$ cat src/rtl/fht_input_loader.sv
`default_nettype none
// ============================================================================
// Module   : fht_input_loader
// Brief    : Streams one frame of samples into the four FHT banks in
//            bit-reversed order, then kicks fht_control and waits for it.
// Revision : 1.0
// ============================================================================
module fht_input_loader #(
    parameter int D_BIT = 16,
    parameter int A_BIT = 8,
    parameter int N_BIT = 10
) (
    input  logic             iCLK,
    input  logic             iRESET,
    input  logic [D_BIT-1:0] iDATA,
    input  logic             iVALID,
    input  logic             iSOF,
    output logic             oREADY,
    input  logic             iFHT_RDY,
    output logic [A_BIT-1:0] oADDR,
    output logic [D_BIT-1:0] oDATA,
    output logic             oWE_0,
    output logic             oWE_1,
    output logic             oWE_2,
    output logic             oWE_3,
    output logic             oSTART,
    output logic             oBUSY,
    output logic             oSOF_ERR,
    output logic [7:0]       oFRAME_CNT
);

    typedef enum logic [2:0] {
        S_IDLE      = 3'd0,
        S_LOAD      = 3'd1,
        S_KICK      = 3'd2,
        S_WAIT_BUSY = 3'd3,
        S_WAIT_DONE = 3'd4
    } state_t;

    localparam logic [N_BIT:0] c_LAST = {1'b0, {N_BIT{1'b1}}};
    localparam logic [N_BIT:0] c_ONE  = {{N_BIT{1'b0}}, 1'b1};

    state_t           state_q;
    logic [N_BIT:0]   cnt_q;
    logic [3:0]       we_q;
    logic [A_BIT-1:0] addr_q;
    logic [D_BIT-1:0] data_q;
    logic             start_q;
    logic             sof_err_q;
    logic [7:0]       frame_cnt_q;

    logic             w_accept;
    logic             w_write;
    logic [N_BIT-1:0] w_index;
    logic [N_BIT-1:0] w_rev;

    function automatic logic [N_BIT-1:0] bit_rev(input logic [N_BIT-1:0] n);
        logic [N_BIT-1:0] r;
        r = '0;
        for (int i = 0; i < N_BIT; i++) begin
            r[i] = n[N_BIT-1-i];
        end
        return r;
    endfunction

    always_comb begin
        oREADY = 1'b0;
        case (state_q)
            S_IDLE:  oREADY = iFHT_RDY;
            S_LOAD:  oREADY = 1'b1;
            default: oREADY = 1'b0;
        endcase
    end

    // SOF always restarts at index 0; non-SOF samples in IDLE are dropped.
    assign w_accept = iVALID & oREADY;
    assign w_write  = w_accept & (iSOF | (state_q == S_LOAD));
    assign w_index  = iSOF ? '0 : cnt_q[N_BIT-1:0];
    assign w_rev    = bit_rev(w_index);

    always_ff @(posedge iCLK) begin
        if (iRESET) begin
            state_q     <= S_IDLE;
            cnt_q       <= '0;
            we_q        <= '0;
            addr_q      <= '0;
            data_q      <= '0;
            start_q     <= 1'b0;
            sof_err_q   <= 1'b0;
            frame_cnt_q <= '0;
        end else begin
            we_q      <= '0;
            start_q   <= 1'b0;
            sof_err_q <= 1'b0;

            if (w_write) begin
                we_q   <= 4'b0001 << w_rev[1:0];
                addr_q <= w_rev[N_BIT-1:2];
                data_q <= iDATA;
            end

            case (state_q)
                S_IDLE: begin
                    cnt_q <= '0;
                    if (w_accept && iSOF) begin
                        cnt_q   <= c_ONE;
                        state_q <= S_LOAD;
                    end
                end
                S_LOAD: begin
                    if (w_accept) begin
                        if (iSOF) begin
                            cnt_q     <= c_ONE;
                            sof_err_q <= 1'b1;
                        end else if (cnt_q == c_LAST) begin
                            cnt_q       <= '0;
                            start_q     <= 1'b1;
                            frame_cnt_q <= frame_cnt_q + 8'd1;
                            state_q     <= S_KICK;
                        end else begin
                            cnt_q <= cnt_q + c_ONE;
                        end
                    end
                end
                S_KICK:      state_q <= S_WAIT_BUSY;
                S_WAIT_BUSY: if (!iFHT_RDY) state_q <= S_WAIT_DONE;
                S_WAIT_DONE: if (iFHT_RDY)  state_q <= S_IDLE;
                default:     state_q <= S_IDLE;
            endcase
        end
    end

    assign oWE_0      = we_q[0];
    assign oWE_1      = we_q[1];
    assign oWE_2      = we_q[2];
    assign oWE_3      = we_q[3];
    assign oADDR      = addr_q;
    assign oDATA      = data_q;
    assign oSTART     = start_q;
    assign oSOF_ERR   = sof_err_q;
    assign oBUSY      = (state_q != S_IDLE);
    assign oFRAME_CNT = frame_cnt_q;

endmodule
`default_nettype wire
$ cat config.mk
export PLATFORM = sky130hd
export DESIGN_NAME = fht_input_loader
export DESIGN_NICKNAME = d
export VERILOG_FILES = /design/src/rtl/fht_input_loader.sv
export SDC_FILE = /design/constraint.sdc
export NUM_CORES = 1
export LEC_CHECK = 0
export ABC_AREA = 1
export CAP_MARGIN = 40
export CORE_MARGIN = 1.5
export CORE_UTILIZATION = 50
export CTS_BUF_LIST = sky130_fd_sc_hd__clkbuf_4 sky130_fd_sc_hd__clkbuf_8
export DETAILED_ROUTE_END_ITERATION = 6
export GPL_ROUTABILITY_DRIVEN = 1
export PLACE_DENSITY = 0.81
export SETUP_SLACK_MARGIN = 0.02
export SLEW_MARGIN = 20
export SYNTH_ARGS = -nofsm -noshare
export SYNTH_HDL_FRONTEND = slang
export SYNTH_SLANG_ARGS = --single-unit
$ cat constraint.sdc
create_clock -name iCLK -period 3.7 [get_ports iCLK]
set_input_delay 0.925 -clock iCLK [delete_from_list [all_inputs] [get_ports iCLK]]
set_output_delay 0.925 -clock iCLK [all_outputs]
set_load 0.1 [all_outputs]
==> metrics.txt <==
status completed; CTS Sinks 52; GP Congestion approximately 0.89; vias in the first global route 2424; average vias per placed instance ~5.2; Pre-antenna DRT Iters 4; unrepaired setup endpoints after global routing false; worst vdd ir 481 uV; Via Count approximately 2400; clk slew on worst S/H paths 0.09 ns; post-layout min period 2.88 ns; Mapped Cells 312; drt wl/cell 13.8 um; GR Util All Layers 0.268; final hold violation count 0; max-slew violation count 0; relative slew slack 0.726; leak pwr ~1.5 nW; most frequent cells in the layout nor2_1, nand2_1, clkdlybuf4s50_1; n_diodes 0; Worst path slowest cell clkdlybuf4s50_1; post-synthesis sequential area ratio 0.436; Max clock buf depth 2; Cell Chain, Critical Path clkdlybuf4s50_1, nor2_2, nor2_2, buf_12; top_reg_cell synth dfxtp_1; Die ar. 5200 um^2; initial core utilization 0.534; H-tree levels 2; global-route wire length before repair about 11000 um; # rows 24; height of the die 72.1 um; clock buffer count from CTS 5; port buffer count 60; pwr/cell area roughly 630 nW/um^2; CTS resizes 0; final setup fails 0; most common cell after layout, fill and taps aside nor2_1; # IOs 61; Mapped Nets 335; Final ANT Viol Nets 0; Tcrit/Tclk final 0.777; Syn Std Cell Area 2390 um^2; worst clock skew 0.00590 ns; Post-synth ARST share 0; DPL Wire Length 4770 um; crit path max fanout 3; Avg Cell Area, Syn 7.65 um^2; root buffer cell clkbuf_8; number of DRC violations after detailed-routing iteration 0 162; Hold Crit Class reg2reg; CTS Hold Bufs 0; FF+latch count, synth 52; final net count 434; Critical Path RT roughly 2.8 ns; CP Launch Type input pin; number of fillers in the final layout 246; layout cells sized above 1 0.223; grt total ovfl 0; Clock Latency Late Sink between 0.3 and 0.4 ns; Die X 72.1 um; core area 4470 um^2; Detailed Route WL approximately 6400 um; yosys warns 0; Max-cap violations 0; initial antenna violation count 0; largest net degree at the start of global routing 25; fmax around 0.35 GHz; setup TNS 0 ns; most used cell, CP nor2_2; CP arrival 1.95 ns; Post-synth EDFFs 0; DR DRC count 0; Unique masters post-synth 36; FF+latch area 1040 um^2; Area Overhead vs Synth 56.5%; CTS tree yes; Crit Path Class in2out; postcts setup bufs 0; Critical Path Max Stage Delay 0.49 ns; multi-input gate area in the final layout 1180 um^2; Setup crit end kind output pin; Tot Pwr 2.37 mW; Slew @ Worst Pin 0.411 ns
==> area by class of cell <==
type | count | share of cell area
clock buffers | 5 | 0.0184
clock inverters | 3 | 0.0114
inverters | 25 | 0.0265
multi-input cells | 227 | 0.315
flip-flops and latches | 52 | 0.279
well taps | 52 | 0.0174
repair buffers | 100 | 0.333
==> where the power goes <==
group	leakage [nW]	total [mW]	switching (mW)	internal (mW)
Combinational	1.06	1.28	0.857	0.423
Clock	0.0541	0.392	0.192	0.200
Sequential	0.422	0.693	0.0579	0.636
Total	1.54	2.37	1.11	1.26
==> critical path, delay by kind of cell <==
| family | cells | cell delay, ns |
|---|---|---|
| buf+inv | 2 | 0.70 |
| simple gates | 2 | 0.31 |
==> cells by family (layout without fill, tap and decap cells) <==
group / count (synthesis) / count (layout) / synth area share
AOI/OAI and AO/OA: 43 / 43 / 0.0991
muxes: 1 / 1 / 0.00419
adders and majority gates: 2 / 2 / 0.0105
buffers and inverters: 33 / 133 / 0.0713
and+or+nand+nor: 178 / 178 / 0.368
DFF: 52 / 52 / 0.436
xor gates and xnor gates: 3 / 3 / 0.0110
==> worst paths after layout <==
path | cells past startpoint | end | slack [ns] | start
max | 4 | oREADY | 0.82 | iFHT_RDY
min reg2reg | 2 | oADDR[3] | 0.48 | oADDR[3]
max reg2reg | 8 | oFRAME_CNT[0] | 2.03 | cnt_q[0]
min | 2 | oADDR[3] | 0.48 | oADDR[3]
==> flip-flops by register name, indices dropped and copies added, names as in the netlist <==
signal	flops
oDATA	16
cnt_q	11
oADDR	8
oFRAME_CNT	8
we_q	4
state_q	3
oSOF_ERR	1
oSTART	1
==> synth_stat cells, types with 3 or more instances <==
library cell | n | share of area
a21oi_1 | 17 | 0.036
dfxtp_1 | 52 | 0.44
inv_1 | 19 | 0.030
inv_2 | 5 | 0.0079
nand2_1 | 59 | 0.093
nand2_2 | 4 | 0.010
nand2_4 | 3 | 0.014
nand3_1 | 11 | 0.023
nand3b_1 | 3 | 0.0094
nor2_1 | 60 | 0.094
nor2_2 | 20 | 0.052
nor3_1 | 8 | 0.017
o21ai_0 | 20 | 0.042
==> per-layer routing <==
layer	up-vias	GRT usage	routed length, um
li1	1194	-	-
met1	1110	0.292	2490
met2	82	0.500	3350
met3	24	0.0458	324
met4	0	0.130	251
met5	-	0	0
==> metrics by stage <==
stage | cell area, um^2 | setup slack [ns] | util | std cells | hold slack, ns
floorplan | 2390 | 0.939 | - | 312 | 0.437
global placement | 3000 | 0.852 | 0.671 | 418 | 0.449
detailed placement | 3620 | 0.826 | 0.810 | 456 | 0.455
CTS | 3740 | 0.823 | 0.835 | 464 | 0.475
global route | 3740 | 0.794 | 0.835 | 464 | 0.503
finish | 3740 | 0.824 | 0.835 | 464 | 0.477
Note: power is estimated with default switching activity, not from simulation.
